<file path="config.mk">
export PLATFORM = sky130hd
export DESIGN_NAME = cordic_phase_seq
export DESIGN_NICKNAME = d
export VERILOG_FILES = /design/src/rtl/cordic_pkg.sv /design/src/rtl/cordic_phase_wrap.sv /design/src/rtl/cordic_phase_seq.sv
export SDC_FILE = /design/constraint.sdc
export NUM_CORES = 1
export LEC_CHECK = 0
export ABC_AREA = 1
export CORE_AREA = 2 2 108 110
export DETAILED_ROUTE_END_ITERATION = 16
export DIE_AREA = 0 0 110 112
export HOLD_SLACK_MARGIN = 0.05
export PLACE_DENSITY = 0.81
export SLEW_MARGIN = 20
export SYNTH_ARGS = -nofsm -noshare
export SYNTH_HDL_FRONTEND = slang
export SYNTH_SLANG_ARGS = --single-unit
</file>
<file path="constraint.sdc">
create_clock -name clk -period 5.9 [get_ports clk]
set_input_delay 1.18 -clock clk [delete_from_list [all_inputs] [get_ports clk]]
set_output_delay 1.18 -clock clk [all_outputs]
set_load 0.01 [all_outputs]
</file>
<file path="src/rtl/cordic_pkg.sv">
// Shared constants and FSM encoding for the baby_cordic phase sequencer.
// Angles and results are signed Q3.16.
package cordic_pkg;

    localparam int              WIDTH    = 19;
    localparam logic [18:0]     PI_Q     = 19'h3243F;
    localparam logic [18:0]     TWO_PI_Q = 19'h6487E;
    localparam logic [18:0]     PI_2_Q   = 19'h1921F;
    localparam logic [18:0]     CORDIC_K = 19'h09B75;
    localparam int              TIMEOUT  = 31;

    typedef enum logic [1:0] {
        ST_IDLE    = 2'd0,
        ST_ISSUE   = 2'd1,
        ST_WAIT    = 2'd2,
        ST_ADVANCE = 2'd3
    } seq_state_t;

endpackage

</file>
<file path="src/rtl/cordic_phase_wrap.sv">
// Combinational phase update: saturate step to [-pi, +pi], add, wrap into (-pi, pi].
module cordic_phase_wrap #(
    parameter int               WIDTH = cordic_pkg::WIDTH,
    parameter logic [WIDTH-1:0] PI_Q  = cordic_pkg::PI_Q
) (
    input  logic signed [WIDTH-1:0] phase,
    input  logic signed [WIDTH-1:0] step,
    output logic signed [WIDTH-1:0] phase_next
);

    logic signed [WIDTH:0] pi_ext;
    logic signed [WIDTH:0] two_pi_ext;
    logic signed [WIDTH:0] step_ext;
    logic signed [WIDTH:0] step_sat;
    logic signed [WIDTH:0] sum;
    logic signed [WIDTH:0] wrapped;

    assign pi_ext     = $signed({1'b0, PI_Q});
    assign two_pi_ext = pi_ext + pi_ext;
    assign step_ext   = {step[WIDTH-1], step};

    // One extra bit keeps phase + step exact before the wrap pulls it back in range.
    always_comb begin
        step_sat = step_ext;
        if (step_ext > pi_ext)
            step_sat = pi_ext;
        else if (step_ext < -pi_ext)
            step_sat = -pi_ext;

        sum     = {phase[WIDTH-1], phase} + step_sat;
        wrapped = sum;
        if (sum > pi_ext)
            wrapped = sum - two_pi_ext;
        else if (sum <= -pi_ext)
            wrapped = sum + two_pi_ext;
    end

    assign phase_next = wrapped[WIDTH-1:0];

endmodule

</file>
<file path="src/rtl/cordic_phase_seq.sv">
// NCO-style sequencer for the 12-stage CORDIC core: phase accumulator, start/theta issue,
// result capture into a valid/ack sample register. Optional done watchdog: SEQ_TIMEOUT_EN.
module cordic_phase_seq #(
    parameter int               WIDTH   = cordic_pkg::WIDTH,
    parameter logic [WIDTH-1:0] PI_Q    = cordic_pkg::PI_Q,
    parameter int               TIMEOUT = cordic_pkg::TIMEOUT
) (
    input  logic                    clk,
    input  logic                    rst,
    input  logic                    clk_en,
    input  logic                    run,
    input  logic signed [WIDTH-1:0] step,
    input  logic                    load_phase,
    input  logic signed [WIDTH-1:0] phase_init,
    input  logic                    cos_sel,
    input  logic                    sample_ack,
    input  logic                    clr_overrun,
    output logic signed [WIDTH-1:0] theta,
    output logic                    start,
    output logic                    cos,
    input  logic                    done,
    input  logic signed [WIDTH-1:0] result,
    output logic signed [WIDTH-1:0] phase,
    output logic signed [WIDTH-1:0] sample,
    output logic                    sample_valid,
    output logic                    overrun,
`ifdef SEQ_TIMEOUT_EN
    output logic                    timeout_err,
`endif
    output logic                    busy
);

    import cordic_pkg::*;

    seq_state_t              state_reg, state_next;
    logic signed [WIDTH-1:0] theta_reg, theta_next;
    logic signed [WIDTH-1:0] phase_reg, phase_next;
    logic signed [WIDTH-1:0] sample_reg, sample_next;
    logic signed [WIDTH-1:0] phase_wrapped;
    logic                    cos_reg, cos_next;
    logic                    start_reg, start_next;
    logic                    busy_reg, busy_next;
    logic                    sample_valid_reg, sample_valid_next;
    logic                    overrun_reg, overrun_next;
    logic                    capture;

`ifdef SEQ_TIMEOUT_EN
    localparam int TW = $clog2(TIMEOUT + 1);
    logic [TW-1:0] tmo_cnt_reg, tmo_cnt_next;
    logic          timeout_err_reg, timeout_err_next;
`endif

    cordic_phase_wrap #(
        .WIDTH (WIDTH),
        .PI_Q  (PI_Q)
    ) u_wrap (
        .phase      (phase_reg),
        .step       (step),
        .phase_next (phase_wrapped)
    );

    always_comb begin
        state_next  = state_reg;
        theta_next  = theta_reg;
        cos_next    = cos_reg;
        start_next  = 1'b0;
        busy_next   = busy_reg;
        phase_next  = phase_reg;
        sample_next = sample_reg;
        capture     = 1'b0;
`ifdef SEQ_TIMEOUT_EN
        tmo_cnt_next     = tmo_cnt_reg;
        timeout_err_next = timeout_err_reg;
        if (clr_overrun)
            timeout_err_next = 1'b0;
`endif

        case (state_reg)
            ST_IDLE: begin
                if (run)
                    state_next = ST_ISSUE;
            end
            ST_ISSUE: begin
                theta_next = phase_reg;
                cos_next   = cos_sel;
                start_next = 1'b1;
                busy_next  = 1'b1;
                state_next = ST_WAIT;
`ifdef SEQ_TIMEOUT_EN
                tmo_cnt_next = '0;
`endif
            end
            // theta/cos stay untouched here: the core range-reduces theta every cycle.
            ST_WAIT: begin
                if (done) begin
                    capture     = 1'b1;
                    sample_next = result;
                    busy_next   = 1'b0;
                    state_next  = ST_ADVANCE;
                end
`ifdef SEQ_TIMEOUT_EN
                else if (tmo_cnt_reg == TW'(TIMEOUT - 1)) begin
                    busy_next        = 1'b0;
                    timeout_err_next = 1'b1;
                    state_next       = ST_ADVANCE;
                end else begin
                    tmo_cnt_next = tmo_cnt_reg + 1'b1;
                end
`endif
            end
            ST_ADVANCE: begin
                phase_next = phase_wrapped;
                state_next = run ? ST_ISSUE : ST_IDLE;
            end
            default: state_next = ST_IDLE;
        endcase

        if (load_phase)
            phase_next = phase_init;

        // A capture beats a same-cycle ack, so the fresh sample stays marked unread.
        sample_valid_next = sample_valid_reg;
        if (capture)
            sample_valid_next = 1'b1;
        else if (sample_ack)
            sample_valid_next = 1'b0;

        overrun_next = overrun_reg;
        if (clr_overrun)
            overrun_next = 1'b0;
        if (capture && sample_valid_reg && !sample_ack)
            overrun_next = 1'b1;
    end

    always_ff @(posedge clk) begin
        if (rst) begin
            state_reg        <= ST_IDLE;
            theta_reg        <= '0;
            cos_reg          <= 1'b0;
            start_reg        <= 1'b0;
            busy_reg         <= 1'b0;
            phase_reg        <= '0;
            sample_reg       <= '0;
            sample_valid_reg <= 1'b0;
            overrun_reg      <= 1'b0;
`ifdef SEQ_TIMEOUT_EN
            tmo_cnt_reg      <= '0;
            timeout_err_reg  <= 1'b0;
`endif
        end else if (clk_en) begin
            state_reg        <= state_next;
            theta_reg        <= theta_next;
            cos_reg          <= cos_next;
            start_reg        <= start_next;
            busy_reg         <= busy_next;
            phase_reg        <= phase_next;
            sample_reg       <= sample_next;
            sample_valid_reg <= sample_valid_next;
            overrun_reg      <= overrun_next;
`ifdef SEQ_TIMEOUT_EN
            tmo_cnt_reg      <= tmo_cnt_next;
            timeout_err_reg  <= timeout_err_next;
`endif
        end
    end

    assign theta        = theta_reg;
    assign cos          = cos_reg;
    assign start        = start_reg;
    assign busy         = busy_reg;
    assign phase        = phase_reg;
    assign sample       = sample_reg;
    assign sample_valid = sample_valid_reg;
    assign overrun      = overrun_reg;
`ifdef SEQ_TIMEOUT_EN
    assign timeout_err  = timeout_err_reg;
`endif

endmodule

</file>
# Yosys cells after proc, flatten, opt, wreduce, memory -nomap -nowiden
# Cells that the tools add are included.
# totals
output_inout_bits	62
reg_bits	64
inputBits	66
wordCells	55
# classes
eq_ne	5
n_reduce_logical	15
n_lt_le_gt_ge	4
n_addsub	3
mux	19
# ops
cell	count
two-way mux 19 bit	4
two-way mux 20 bit	2
adder 20 bit	1
greater-than comparator 20 x 19 -> 1 bit, second input constant	1
less-or-equal comparator 20 x 19 -> 1 bit, second input constant	1
adder 19 x 18 -> 19 bit, second input constant	1
greater-than comparator 19 bit, second input constant	1
less-than comparator 19 bit, second input constant	1
subtractor 19 x 18 -> 19 bit, second input constant	1
two-way mux 1 bit	9
AND reduction 3 bit	3
one-hot mux 2 bit (4 select lines)	1
AND reduction 2 bit	4
nonzero test 2 bit	4
== test 2 bit, second input constant	2
two-way mux 2 bit	2
!= test 2 bit, second input constant	2
== test 2 x 1 -> 1 bit, second input constant	1
logical AND 1 bit	2
logical NOT 2 bit	1
one-hot mux 1 bit (2 select lines)	1
logical NOT 1 bit	1

# Depth between registers and ports, before layout
# depth
ltp_word	9
mapped_depth	37
mapped_depth_nobuf	35

# Hierarchy
# From an unflattened synthesis, not the netlist that was laid out.
# hier_totals
hier_cells	1021
area_unflattened_um2	5803.1
# modules_own_cells
module	area_per_inst_um2	seq_area_each_um2	n_inst	cells_each
cordic_phase_wrap	3151.8	0.0	1	655
cordic_phase_seq	2651.3	1281.2	1	366

# Worst setup path after synthesis
# No wires, ideal clock.
# synth_timing
path_kind	input to register
from	in step[1]
to	reg phase_reg[7] (netlist: phase[7])
path_slack_ps	1090
t_required_ps	5765
arrival_ps	4675
path_buffers	2
setup_time_ps	135
stages	35
cell_sequence	nor2_1 > nand3_1 > nor3_1 > o21ai_0 > a31oi_1 > nor3_1 > o31ai_1 > ha_1 > clkbuf_1 > clkinv_1 > a21oi_1 > inv_1 > ha_1 > nand2_1 > nand2_1 > nand3_2 > nand2_2 > nand2_1 > nand3_1 > nand2_2 > nor2_1 > nand2_1 > nand2_1 > nand2_1 > nand2_1 > nand2_1 > nand2_2 > nand2_4 > buf_6 > nand2_1 > nand3_1 > nand2_1 > nand2_1 > nand2_1 > a21oi_1
# synth_via
elab_chain_cells	9
# synth_rtl
item	line	text
from (decl)	cordic_phase_seq.sv:12	input logic signed [WIDTH-1:0] step,
less-than comparator 19 bit	cordic_phase_wrap.sv:27	else if (step_ext < -pi_ext)
two-way mux 20 bit	cordic_phase_wrap.sv:27	
two-way mux 20 bit *	cordic_phase_wrap.sv:25	if (step_ext > pi_ext)
adder 20 bit *	cordic_phase_wrap.sv:30	sum = {phase[WIDTH-1], phase} + step_sat;
adder 19 x 18 -> 19 bit or less-or-equal comparator 20 x 19 -> 1 bit (tied branches)	cordic_phase_wrap.sv:35, cordic_phase_wrap.sv:34	
two-way mux 19 bit	cordic_phase_wrap.sv:34	else if (sum <= -pi_ext)
two-way mux 19 bit *	cordic_phase_wrap.sv:32	if (sum > pi_ext)
two-way mux 19 bit *	cordic_phase_seq.sv:78	case (state_reg)
two-way mux 19 bit *	cordic_phase_seq.sv:118	if (load_phase)
to (signal assigned)	cordic_phase_seq.sv:156	phase_reg <= phase_next;
to (decl)	cordic_phase_seq.sv:37	logic signed [WIDTH-1:0] phase_reg, phase_next;
# Every way passes the cells marked *; elsewhere a longest branch is shown, timed or not. The select of a mux whose other input is x is not followed.
# A chain may end at the register's enable or synchronous reset.

# Final worst setup path
# layout_timing
from	in step[0]
to	reg phase_reg[9] (netlist: phase[9])
# The elaborated chain is that of the path after synthesis.

==> summary.md <==
| Metric | Value |
|---|---|
| Status | `completed` |
| First-pass GRT wire length | `28,600 um` |
| Clk_skew | `0.0124 ns` |
| GRT Util Overall | `0.291` |
| Post-synthesis register bit count | `64` |
| H-Tree Depth | `3` |
| Die Span X | `110 um` |
| PD cells | `275 nW/um^2` |
| Final setup margin | `0.256 ns` |
| CTS root buf | `clkbuf_16` |
| Synthesized area per cell | `5.69 um^2` |
| Buf/Inv on CP | `3` |
| Post-Synth Simple-Gate Area | `0.472` |
| Setup violators final | `0` |
| Vias | `6,812` |
| Dpl cells | `1,273` |
| Share of cells above drive strength 1 | `0.126` |
| Top cells by area, synth | `nand2_1 (26%), dfxtp_1 (23%), nand3_1 (8.0%)` |
| DR iter-0 viols | `555` |
| Worst slew pin tran | `0.731 ns` |
| HPWL after DPL | `14,200 um` |
| CP delay by family, top | `simple AND/OR/NAND/NOR gates` |
| Placed Area | `7250 um^2` |
| Number of port buffers | `127` |
| Post-route cell area | `7780 um^2` |
| Worst VDD drop | `178 uV` |
| Initial antenna violation count | `0` |
| Global route overflow | `0` |
| EDFF count, synth | `0` |
| Critical path fanouts, max | `12` |
| Hold WC Path Type | `flip-flop to flip-flop` |
| Maximum clock frequency | `0.177 GHz` |
| Adder-Cell Fraction of Synth Area | `0.0632` |
| CTS tree | `yes` |
| Largest family of logic cells by synthesized area | `simple AND/OR/NAND/NOR gates` |
| Initial core utilization | `0.506` |
| Final Util | `0.696` |
| Synth top cells by count | `nand2_1 (388), inv_1 (101), nor2_1 (91)` |
| Fill count | `1,001` |
| Antenna diodes | `0` |
| Mux cell area share after synthesis | `0` |
| Total die area | `12,300 um^2` |
| TritonCTS Buffers | `9` |
| CP endpoint kind | `flip-flop` |
| Syn Inst Count | `995` |
| Fin crit period | `5.64 ns` |
| Asr flop ratio synth | `0` |
| Max Slew Vio Count | `0` |
| WL final | `18,700 um` |
| Vias in the first global route | `6,074` |
| Per-cell routed wire length | `14.4 um` |
| Area of the core | `11,200 um^2` |
| Yosys top cell by area | `nand2_1` |
| Post-CTS Hold Buffers | `0` |
| Die height | `112 um` |
| # rows | `39` |
| Sequential fraction of the synthesis area | `0.226` |
| WS Path Type | `primary input to flip-flop` |
| Type of origin of the critical path | `primary input` |
| Cell with the most instances on the worst path | `nand2_1` |
| DRT Pass-1 Iters | `7` |
| Area growth syn-to-layout | `37.5%` |
| Post-Syn Area | `5660 um^2` |
| Most instantiated library cell after synthesis | `nand2_1` |
| Final Hold Viols | `0` |
| RSZ-0062 raised after global routing | `true` |
| Clock-pin slew on the worst setup and hold paths | `0.05 ns` |
| Max incr delay on CP | `0.42 ns` |
| Setup WS pre-CTS | `0.0269 ns` |
| CP required | `6.08 ns` |
| GP Congestion | `0.964` |
| Num Clock Sinks | `64` |
| Worst-Skew Late Latency | `0.33 ns` |
| Synth Area in XOR/XNOR | `0.0290` |
| Drt drc | `0` |
| Fin cells | `1,294` |
| LEAKAGE | `0.00364 uW` |
| I/O pins | `128` |
| Post-synthesis compound-gate area fraction | `0.110` |
| CP max stage cell | `clkdlybuf4s50_1` |
| Final worst-path cycle share | `0.957` |
| Final ANT Viol Nets | `0` |
| Mapped Nets | `1,089` |
| Top cell type's share of synthesized area | `0.257` |
| Dominant synthesized flop cell | `dfxtp_1` |
| Final Net Count | `1,240` |
| Maxcap violations | `0` |
| Drt via density | `5.26` |
| Clock tree buffer depth | `2` |
| Largest net degree at the start of global routing | `65` |
| Slew headroom | `0.513` |
| YS warnings | `0` |
| Post-synthesis cell type count | `41` |
| Crit path DAT | `5.83 ns` |
worst paths after layout:
check	start	end	slack, ns	depth (start not counted)
max	step[0]	phase[9]	0.26	34
min	sample[13]	sample[13]	0.46	2
min reg2reg	sample[13]	sample[13]	0.46	2
max reg2reg	phase[0]	phase[9]	2.66	23
layout make-up:
class | count | area (um^2) | share of cell area
Timing Repair inverter | 1 | 7.51 | 0.000965
Clock inverter | 6 | 36.3 | 0.00466
Tap cell | 143 | 179 | 0.0230
Inverter | 113 | 428 | 0.0550
Sequential cell | 64 | 1280 | 0.165
Multi-Input combinational cell | 790 | 4040 | 0.519
Timing Repair Buffer | 167 | 1580 | 0.204
Clock buffer | 10 | 229 | 0.0294
report_power, final:
part / internal (uW) / switching, uW / total (uW)
logic: 461 / 726 / 1190
clock network: 281 / 194 / 475
registers: 454 / 25.1 / 479
metrics by stage:
stage                     setup TNS, ns  power [uW]  hold WS (ns)
after CTS                             0        2050         0.461
final                                 0        2140         0.459
after global routing             -0.451        2300         0.475
after global placement                0        1570         0.448
after detailed placement              0        1580         0.452
after floorplan                       0        1230         0.483
worst min-delay path: cells and delay by family (launching register included):
family | cells | cell delay, ns
compound gates | 1 | 0.05
simple gates | 1 | 0.06
flops | 1 | 0.30
placed cells by master (no fill, tap or decap), types with 3 or more instances in the layout:
cell type,synthesis,layout
buf_4,2,36
ha_4,0,5
nor2_4,1,3
clkinv_2,0,4
a21oi_1,83,73
ha_1,27,19
nand2_4,5,5
o21ai_1,3,5
nor3_1,9,7
nand2_2,19,23
ha_2,0,3
nand4_1,8,8
nand3_2,8,7
dfxtp_1,64,64
inv_1,101,100
o21ai_0,16,13
buf_6,3,4
nand2_1,388,383
clkinv_1,5,4
nor2_1,91,85
clkdlybuf4s50_1,0,125
nand3_1,90,90
xor2_1,12,12
clkinvlp_4,0,3
inv_2,7,8
nor2_2,4,8
a21oi_2,4,13
clkbuf_16,0,9
xnor2_1,3,3
layer usage:
metal | vias up | track usage | wire length, um
met3 | 43 | 0.0451 | 1470
met5 | - | 0 | 0
met1 | 3051 | 0.372 | 7960
li1 | 3455 | - | -
met4 | 0 | 0.0903 | 512
met2 | 263 | 0.495 | 8710
repair_timing:
| item | CTS | global route |
|---|---|---|
| gates resized for setup | 0 | 56 |
| endpoints found under the hold margin | 0 | 0 |
| buffers inserted | 0 | 3 |
| endpoints found under the setup margin | 0 | 18 |
cells by family (layout without fill, tap and decap cells):
logic type | after synthesis | count (layout)
AND/OR/NAND/NOR | 628 | 629
buffers and inverters | 142 | 297
AO/OA/AOI/OAI | 116 | 116
flip-flops | 64 | 64
adder cells (fa/ha/maj) | 28 | 28
XOR/XNOR | 17 | 17
Note: power is estimated with default switching activity, not from simulation.
